[config.mk]
export PLATFORM = sky130hd
export DESIGN_NAME = pipe_stage_reg
export DESIGN_NICKNAME = d
export VERILOG_FILES = /design/src/rtl/pipe_stage_reg.sv
export SDC_FILE = /design/constraint.sdc
export NUM_CORES = 1
export LEC_CHECK = 0
export CORE_ASPECT_RATIO = 1.2
export CORE_UTILIZATION = 50
export DETAILED_ROUTE_END_ITERATION = 8
export PLACE_DENSITY = 0.8
export SYNTH_ARGS = -nofsm -noshare
export SYNTH_HDL_FRONTEND = slang
export SYNTH_SLANG_ARGS = --single-unit
export TNS_END_PERCENT = 5
[constraint.sdc]
create_clock -name clk -period 3.3 [get_ports clk]
set_clock_uncertainty 0.15 [all_clocks]
set_input_delay 0.66 -clock clk [delete_from_list [all_inputs] [get_ports clk]]
set_output_delay 0.66 -clock clk [all_outputs]
set_load 0.01 [all_outputs]
[src/rtl/pipe_stage_reg.sv]
// Pipeline stage register: opaque payload, valid/ready handshake with optional skid entry,
// synchronous flush, bubble zeroing and a saturating back-pressure cycle counter.
//
// state    | meaning
// ST_EMPTY | no valid entry
// ST_ONE   | main entry valid
// ST_TWO   | main and skid entries valid (SKID=1 only)
module pipe_stage_reg #(
   parameter int WIDTH           = 32,
   parameter int SKID            = 1,
   parameter int CLEAR_ON_BUBBLE = 1,
   parameter int CNT_W           = 16
) (
   input  logic             clk,
   input  logic             reset,
   input  logic             flush,
   input  logic             in_valid,
   output logic             in_ready,
   input  logic [WIDTH-1:0] in_data,
   output logic             out_valid,
   input  logic             out_ready,
   output logic [WIDTH-1:0] out_data,
   output logic [1:0]       occupancy,
   output logic [CNT_W-1:0] stall_cnt
);

   typedef enum logic [1:0] {
      ST_EMPTY = 2'd0,
      ST_ONE   = 2'd1,
      ST_TWO   = 2'd2
   } state_t;

   localparam logic [CNT_W-1:0] CNT_MAX = '1;

   state_t           state_q, state_d;
   logic [WIDTH-1:0] main_q, main_d;
   logic [WIDTH-1:0] skid_q, skid_d;
   logic             main_valid, skid_valid;
   logic             accept, drain;

   assign main_valid = (state_q != ST_EMPTY);
   assign skid_valid = (state_q == ST_TWO);

   // With a skid entry in_ready comes from registered state only; without it,
   // a draining stage can refill in the same cycle via out_ready.
   assign in_ready  = ((SKID != 0) ? !skid_valid : (!main_valid || out_ready)) && !flush;
   assign accept    = in_valid && in_ready;
   assign drain     = main_valid && out_ready;
   assign out_valid = main_valid;
   assign out_data  = ((CLEAR_ON_BUBBLE != 0) && !main_valid) ? '0 : main_q;
   assign occupancy = {1'b0, main_valid} + {1'b0, skid_valid};

   always_ff @(posedge clk) begin
      if (reset) begin
         state_q <= ST_EMPTY;
         main_q  <= '0;
         skid_q  <= '0;
      end else begin
         state_q <= state_d;
         main_q  <= main_d;
         skid_q  <= skid_d;
      end
   end

   always_comb begin
      state_d = state_q;
      main_d  = main_q;
      skid_d  = skid_q;
      case (state_q)
         ST_EMPTY: begin
            if (accept) begin
               state_d = ST_ONE;
               main_d  = in_data;
            end
         end
         ST_ONE: begin
            if (accept && (drain || (SKID == 0))) begin
               main_d = in_data;
            end else if (accept) begin
               state_d = ST_TWO;
               skid_d  = in_data;
            end else if (drain) begin
               state_d = ST_EMPTY;
            end
         end
         ST_TWO: begin
            if (drain) begin
               state_d = ST_ONE;
               main_d  = skid_q;
            end
         end
         default: state_d = ST_EMPTY;
      endcase
      // A drain in the flush cycle has already left via the handshake; everything else is squashed.
      if (flush) begin
         state_d = ST_EMPTY;
         main_d  = '0;
         skid_d  = '0;
      end
   end

   always_ff @(posedge clk) begin
      if (reset) begin
         stall_cnt <= '0;
      end else if (main_valid && !out_ready && (stall_cnt != CNT_MAX)) begin
         stall_cnt <= stall_cnt + CNT_W'(1);
      end
   end

endmodule

# Word level (Yosys, flattened, before mapping)
# Cells that the tools add are included.
dict set report word_totals {
  inputBits 37
  regBits 82
  wordCells 42
}
dict set report op_classes {
  n_mux 11
  n_addsub 2
  eq_ne 8
  n_reduce_logical 16
  bitwise 1
}
# op count
set ops {}
lappend ops {{2-to-1 mux 32 bit} 4}
lappend ops {{one-hot mux 32 bit (3 select lines)} 1}
lappend ops {{adder 16 x 1 -> 16 bit (second input constant)} 1}
lappend ops {{inequality test 16 bit (second input constant)} 1}
lappend ops {{2-to-1 mux 2 bit} 5}
lappend ops {{AND reduction 4 bit} 2}
lappend ops {{logical AND 1 bit} 6}
lappend ops {{inequality test 2 bit (second input constant)} 3}
lappend ops {{one-hot mux 2 bit (3 select lines)} 1}
lappend ops {{logical NOT 1 bit} 3}
lappend ops {{inequality test 3 bit (second input constant)} 1}
lappend ops {{AND reduction 3 bit} 1}
lappend ops {{nonzero test 3 bit} 1}
lappend ops {{adder 1 x 1 -> 2 bit} 1}
lappend ops {{== test 2 x 1 -> 1 bit (second input constant)} 1}
lappend ops {{== test 2 bit (second input constant)} 1}
lappend ops {{logical NOT 2 bit} 1}
lappend ops {{inequality test 2 x 1 -> 1 bit (second input constant)} 1}
lappend ops {{nonzero test 2 bit} 1}
lappend ops {{OR reduction 2 bit} 1}
lappend ops {{inverter 1 bit} 1}

# Longest topological paths before layout
# Gate-level depths: netlist of run 1.
dict set report logic_depth {
  depth_word 7
  mapped_depth 11
  mapped_depth_nobuf 7
}

# Worst setup path after synthesis of run 1
# Ideal clock, no wire load.
dict set report synth_timing {
  path_kind {register to register}
  start {register state_q[1]}
  end {register main_q[20]}
  setup_slack_ns 0.725
  path_stages_with_launch 11
  path_buffers 3
  t_arrival_ns 2.345
  required_time_ns 3.070
  period_less_slack_ns 2.575
  cell_sequence {dfxtp_1 > buf_2 > nor2_1 > clkbuf_1 > inv_1 > ha_1 > nor2b_1 > o21a_1 > clkbuf_1 > nor3_1 > a211oi_2}
}
dict set report synth_via {
  word_cells_on_any_way 15
}
# element line_no
set synth_rtl {}
lappend synth_rtl {{from (decl)} 35} ;# state_t state_q, state_d;
lappend synth_rtl {{from (signal assigned)} 59} ;# state_q <= state_d;
lappend synth_rtl {{nonzero test 2 bit (*)} 41} ;# assign main_valid = (state_q != ST_EMPTY);
lappend synth_rtl {{net out_valid} 20} ;# output logic out_valid,
lappend synth_rtl {{logical AND 1 bit (*)} 48} ;# assign drain = main_valid && out_ready;
lappend synth_rtl {{logical AND 1 bit} 77} ;# if (accept && (drain || (SKID == 0))) begin
lappend synth_rtl {{inequality test 2 bit (no source line)} --}
lappend synth_rtl {{AND reduction 4 bit (no source line) (*)} --}
lappend synth_rtl {{to (signal assigned)} 60} ;# main_q <= main_d;
lappend synth_rtl {{to (decl)} 36} ;# logic [WIDTH-1:0] main_q, main_d;
# The timed path passes the listed nets; every way through them passes the cells marked *.
# A chain may end at the register's enable or synchronous reset.

# Worst setup path after layout of run 1
dict set report layout_timing {
  start {register state_q[0]}
  end {output occupancy[0]}
}
dict set report layout_via {
  elab_chain_cells 2
  word_cells_on_any_way 3
}
# element line_no
set layout_lines {}
lappend layout_lines {{== test 2 bit / nonzero test 2 bit (equally long branches)} {42, 41}}
lappend layout_lines {{adder 1 x 1 -> 2 bit (*)} 51} ;# assign occupancy = {1'b0, main_valid} + {1'b0, skid_valid};
lappend layout_lines {{to (decl)} 23} ;# output logic [1:0] occupancy,
# Mark *: on every way between the ends. The rest lies on a longest branch, timed or not.

==> flow_summary.yaml, run 1 <==
run_status:
  status: "completed"
drt:
  dr.pass1.iters: 5
  drt-wirelength-per-cell_um: 15.0
  final_antenna_net_count: 0
  route.detailed.drc: 0
  drt_iter0_markers: 144
  wirelength_mm: 9.25
  viasPerCell: 5.61
  vias: 3463
final_layout:
  final_cell_mix: "clkdlybuf4s50_1, dfxtp_1, nand2_1, a21oi_1, nor3_1"
  fin_nets: 561
  diodes: 0
  synthToLayoutAreaGrowth_pct: 28.0
  fillerInstances: 611
  final_common_cell: "clkdlybuf4s50_1"
  stdcell_area_sq_mm: 0.00499
  drive_gt1_share_pct: 8.54
place:
  routabilityCongestion: 0.770
  post_dp_cell_area_sq_mm: 0.00478
  hpwlAfterDp_mm: 6.31
  numPortBuffers: 88
power_and_ir_drop:
  peakVddDrop_v: 0.000286
  cellLeakagePower_nw: 1.81
  powerDensity_mw_per_mm2: 390
  power.total_w: 0.00194
floorplan:
  dieArea_sq_mm: 0.00815
  ioPinCount: 89
  die_w_um: 82.6
  start_util_pct: 52.6
  rows: 34
  die_height_um: 98.7
  core_area_sq_mm: 0.00740
synth:
  async_reset_ff_share_pct: 0
  yosysWarnings: 0
  seq_area_frac_synth_pct: 42.1
  avgSynthCellArea_sq_um: 8.66
  netlist_area_sq_mm: 0.00389
  ys_ff_latch: 82
  ys_types: 44
  synthFlopType: "dfxtp_1"
  synth_enable_flop_cells: 0
  syn-num-nets: 489
  synthCells: 450
clock_tree:
  cts_buffers: 9
  cts_root_buffer: "clkbuf_8"
  ctsLongestPathBuffers: 2
  clock_latency_ps: 350
  postCtsSetupRepairBufs: 0
  cts_tree: "built"
  ctsHoldBuffers: 0
  cts_resized: 0
  cts_sinks: 82
  clk_pin_slew_ps: 70
  cts_max_level: 3
global_routing:
  gr-usage-all-layers_pct: 24.1
  grt_pass1_wl_mm: 15.2
  antenna_found_initial: 0
  grt_max_degree: 51
  grt_pass1_vias: 3367
  overflow: 0
worst_setup_path:
  reg2reg_depth: 7
  reg2reg_slack_ps: 520
  cp_top_family: "buffers and inverters"
  path_cells: "nand2b_2 -> ha_1 -> inv_1 -> clkdlybuf4s50_1"
  cp.required_ps: 2490
  crit_type: "register to primary output"
  worstReg2RegEnd: "main_q[31]"
  crit_fanout: 14
  endpoint_kind: "primary output"
  critPathArrivalTime_ps: 2270
  max_stage_delay_ps: 530
  cp_num_cells: 4
  cp.buffers_inverters: 2
  slowest_stage: "dfxtp_1"
  crit-reg2reg-launch: "state_q[0]"
  critPathLaunchType: "register"
run:
  max_cap_viol_count: 0
sta:
  report.final.setup_viol: 0
  worstMarginPinSlew_ps: 492
  rsz0062_at_grt: "no"
  fin_setup_tns_ps: 0
  fin_crit_sh_pct: 93.2
  fmax_mhz: 325
  slew_headroom_pct: 67.1
  maxSlewViolCount: 0
  finalHoldViolCount: 0
  period_minus_slack_ps: 3080
worst_hold_path:
  hold-path-endpoint: "skid_q[1]"
  hp-start: "skid_q[1]"
  holdPathStages: 2
  hold_class: "register to register"
==> final cells by class <==
| type | count | area, sq um | share of cell area, % |
|---|---|---|---|
| tap | 90 | 113 | 2.26 |
| timing repair buffer | 100 | 983 | 19.7 |
| inverter | 4 | 15.0 | 0.301 |
| sequential | 82 | 1640 | 32.9 |
| clock inverter | 3 | 46.3 | 0.928 |
| multi-input combinational | 325 | 2030 | 40.7 |
| clock buffer | 13 | 159 | 3.19 |
==> synthesized netlist by cell type (all sizes together), types with 2 or more instances <==
| master | n | area (sq um) |
|---|---|---|
| o21ai | 4 | 20.0 |
| nor2b | 35 | 219 |
| a211oi | 33 | 298 |
| inv | 4 | 15.0 |
| o41ai | 2 | 17.5 |
| ha | 2 | 25.0 |
| nand3b | 2 | 15.0 |
| o31ai | 6 | 45.0 |
| nand2b | 3 | 18.8 |
| nand2 | 72 | 270 |
| or2 | 3 | 18.8 |
| or4 | 5 | 37.5 |
| and3 | 2 | 12.5 |
| nand4 | 6 | 37.5 |
| nor2 | 7 | 26.3 |
| a21oi | 46 | 241 |
| mux2i | 33 | 330 |
| clkbuf | 19 | 71.3 |
| buf | 20 | 144 |
| dfxtp | 82 | 1640 |
| or3 | 7 | 43.8 |
| o21ba | 2 | 20.0 |
| nand3 | 6 | 35.0 |
| nor4 | 2 | 12.5 |
| nor3 | 37 | 185 |
==> registers in the layout, summed over array words and instances, names as in the netlist <==
signal     cells
main_q        32
skid_q        32
stall_cnt     16
state_q        2
==> metrics by stage <==
step           setup WS [ps]  hold slack, ps  utilization (%)  cells
5_1_grt                  135             325             67.4    617
2_1_floorplan            725             286                -    450
6_report                 224             305             67.4    617
3_3_place_gp             488             291             64.6    601
4_1_cts                  215             307             67.4    617
3_5_place_dp             453             296             64.6    601
==> power by group <==
group / internal, W / switching (W) / leakage (nW)
logic: 0.0000925 / 0.0000926 / 1.05
registers: 0.00101 / 0.00000973 / 0.663
clock network: 0.000395 / 0.000350 / 0.100
==> per-layer routing <==
layer | routed length (um) | share of wire (%) | track usage, %
met1 | 3940 | 43 | 28.6
met2 | 4750 | 51 | 42.4
met3 | 379 | 4.1 | 3.61
met4 | 182 | 2.0 | 9.68
met5 | 0 | 0 | 0
==> worst min-delay path: stages, from the launching register on <==
cell,delay [ps]
dfxtp_1,310
nand2_1,50
a21oi_1,50
==> how the worst max path moves through the flow <==
stage	start	slack [ps]	endpoint
final	state_q[0]	220	occupancy[0]
after detailed placement	out_ready	450	stall_cnt[13]
after global placement	flush	490	main_q[6]
after global routing	state_q[0]	140	occupancy[0]
after CTS	state_q[0]	220	occupancy[0]
after floorplan	state_q[1]	730	main_q[20]
==> kinds of logic (layout without fill, tap and decap cells) <==
| logic type | after synthesis | after routing | share of synthesized area, % |
|---|---|---|---|
| and+or+nand+nor | 192 | 192 | 25.2 |
| AOI/OAI and AO/OA | 96 | 96 | 17.1 |
| DFF | 82 | 82 | 42.1 |
| buffers and inverters | 43 | 120 | 5.91 |
| muxes | 34 | 34 | 8.77 |
| adders and majority gates | 2 | 2 | 0.642 |
| xor gates and xnor gates | 1 | 1 | 0.225 |
No activity file was read; power rests on OpenSTA's default activity.
==> run 2: changes to the inputs <==
--- a/config.mk
+++ b/config.mk
@@ -8,7 +8,9 @@
 export CORE_ASPECT_RATIO = 1.2
 export CORE_UTILIZATION = 50
 export DETAILED_ROUTE_END_ITERATION = 8
+export GPL_TIMING_DRIVEN = 1
 export PLACE_DENSITY = 0.8
+export SLEW_MARGIN = 20
 export SYNTH_ARGS = -nofsm -noshare
 export SYNTH_HDL_FRONTEND = slang
 export SYNTH_SLANG_ARGS = --single-unit
==> results of run 2 <==
The final DEF is identical to that of run 1; final timing and power are the same.
==> run 3: changes to the inputs <==
--- a/config.mk
+++ b/config.mk
@@ -6,10 +6,11 @@
 export NUM_CORES = 1
 export LEC_CHECK = 0
 export CORE_ASPECT_RATIO = 1.2
-export CORE_UTILIZATION = 50
+export CORE_UTILIZATION = 45
+export CTS_CLUSTER_DIAMETER = 50
 export DETAILED_ROUTE_END_ITERATION = 8
 export GPL_TIMING_DRIVEN = 1
-export PLACE_DENSITY = 0.8
+export PLACE_DENSITY = 0.76
 export SLEW_MARGIN = 20
 export SYNTH_ARGS = -nofsm -noshare
 export SYNTH_HDL_FRONTEND = slang
==> constraint.sdc (replaced) <==
create_clock -name clk -period 2.7 [get_ports clk]
set_clock_uncertainty 0.15 [all_clocks]
set_input_delay 0.54 -clock clk [delete_from_list [all_inputs] [get_ports clk]]
set_output_delay 0.54 -clock clk [all_outputs]
set_load 0.01 [all_outputs]
==> flow_summary.yaml, run 3 (same netlist as run 1, synthesis figures left out) <==
sta:
  worstMarginPinSlew_ps: 588
  finalHoldViolCount: 0
  period_minus_slack_ps: 2580
  fin_crit_sh_pct: 95.4
  slew_headroom_pct: 60.8
  rsz0062_at_grt: "no"
  fin_setup_tns_ps: 0
  maxSlewViolCount: 0
  report.final.setup_viol: 0
  fmax_mhz: 388
worst_setup_path:
  cp_top_family: "buffers and inverters"
  critPathLaunchType: "register"
  crit-reg2reg-launch: "state_q[0]"
  crit_type: "register to primary output"
  critPathArrivalTime_ps: 1890
  max_stage_delay_ps: 570
  reg2reg_slack_ps: 570
  crit_fanout: 28
  slowest_stage: "clkdlybuf4s50_1"
  endpoint_kind: "primary output"
  cp.buffers_inverters: 2
  reg2reg_depth: 7
  path_cells: "nor2_2 -> buf_4 -> nor2b_1 -> clkdlybuf4s50_1"
  cp.required_ps: 2010
  worstReg2RegEnd: "main_q[2]"
place:
  numPortBuffers: 88
  hpwlAfterDp_mm: 6.35
  routabilityCongestion: 0.826
  post_dp_cell_area_sq_mm: 0.00487
global_routing:
  overflow: 0
  grtUsageMet2_pct: 37.7
  grt_use_met1_pct: 27.1
  gr-usage-all-layers_pct: 22.1
  grt_pass1_wl_mm: 16.0
  antenna_found_initial: 0
  grt_pass1_vias: 3349
  busiest_layer: "met2"
  grt_max_degree: 67
  grt_use_met3_pct: 3.41
clock_tree:
  cts_root_buffer: "clkbuf_8"
  cts_max_level: 3
  clk_pin_slew_ps: 80
  ctsLongestPathBuffers: 2
  cts_sinks: 82
  cts_tree: "built"
  cts_buffers: 9
  postCtsSetupRepairBufs: 0
  clock_latency_ps: 340
floorplan:
  dieArea_sq_mm: 0.00903
  core_area_sq_mm: 0.00824
  die_height_um: 104
  ioPinCount: 89
  rows: 36
  die_w_um: 86.9
  start_util_pct: 47.3
drt:
  drt-wirelength-per-cell_um: 14.8
  final_antenna_net_count: 0
  route.detailed.drc: 0
  viasPerCell: 5.45
  vias: 3513
  wirelength_mm: 9.53
  drt_iter0_markers: 186
  dr.pass1.iters: 4
power_and_ir_drop:
  pwr-share-comb_pct: 9.4
  p_seq_share_pct: 49.8
  p_switching_w: 0.000583
  power_frac_clock_pct: 40.7
  peakVddDrop_v: 0.000331
  cellLeakagePower_nw: 1.85
  p_int_w: 0.00191
  p_sw_share_pct: 23.4
  powerDensity_mw_per_mm2: 487
final_layout:
  final_cell_mix: "clkdlybuf4s50_1, dfxtp_1, nand2_1, a21oi_1, nor3_1"
  largestRegisters: "main_q x32, skid_q x32, stall_cnt x16"
  synthToLayoutAreaGrowth_pct: 31.1
  final_common_cell: "clkdlybuf4s50_1"
  stdcell_area_sq_mm: 0.00511
  fillerInstances: 728
  final-seq-area_sq_mm: 0.00164
  fin_nets: 564
  diodes: 0
  multi_input_area_sq_mm: 0.00203
  drive_gt1_share_pct: 9.81
worst_hold_path:
  hold-path-endpoint: "skid_q[19]"
  hp-start: "skid_q[19]"
  holdPathStages: 2
  hold_class: "register to register"
run:
  max_cap_viol_count: 0
run_status:
  status: "completed"
==> run 3: how the worst max path moves through the flow <==
| stage | end | from | cells past startpoint |
|---|---|---|---|
| after floorplan | main_q[20] | state_q[1] | 10 |
| after global placement | main_q[31] | flush | 6 |
| after detailed placement | main_q[12] | flush | 6 |
| after CTS | out_data[27] | state_q[1] | 4 |
| after global routing | out_data[14] | state_q[1] | 4 |
| final | out_data[27] | state_q[1] | 4 |
==> run 3: cell type report <==
class / count / area share, %
clock buffer: 10 / 2.69
multi-input combinational: 325 / 39.7
tap: 114 / 2.79
timing repair buffer: 103 / 20.4
inverter: 4 / 0.294
sequential: 82 / 32.2
clock inverter: 6 / 1.89
==> run 3: power by group through the flow <==
stage | logic (W) | registers (W) | clock network (W)
floorplan | 0.000138 | 0.00126 | 0
global placement | 0.000230 | 0.00127 | 0
finish | 0.000235 | 0.00124 | 0.00101
detailed placement | 0.000235 | 0.00127 | 0
global route | 0.000255 | 0.00124 | 0.00109
CTS | 0.000236 | 0.00124 | 0.00104
==> run 3: layer usage <==
layer	share of wire (%)	up-vias
li1	-	1747
met1	43	1658
met2	51	91
met3	4.1	17
met4	2.2	0
met5	0	-
==> run 3: repair_timing <==
action | CTS | global route
endpoints found under the setup margin | 2 | 0
resized for setup | 2 | 0
hold buffers | 0 | 0
==> run 3: metrics by stage <==
step	utilization [%]	std cells	setup WS (ps)	hold slack [ps]	total power [W]
floorplan	-	450	125	286	0.00140
global placement	59.1	628	204	291	0.00150
detailed placement	59.1	628	155	296	0.00150
CTS	62.0	644	98.8	307	0.00251
global route	62.0	644	53.4	323	0.00258
finish	62.0	644	124	305	0.00249
==> run 3: worst min-delay path, cell delays in order, from the launching register on <==
cell and delay [ps]:
dfxtp_1 310, nand2_1 50, a21oi_1 50
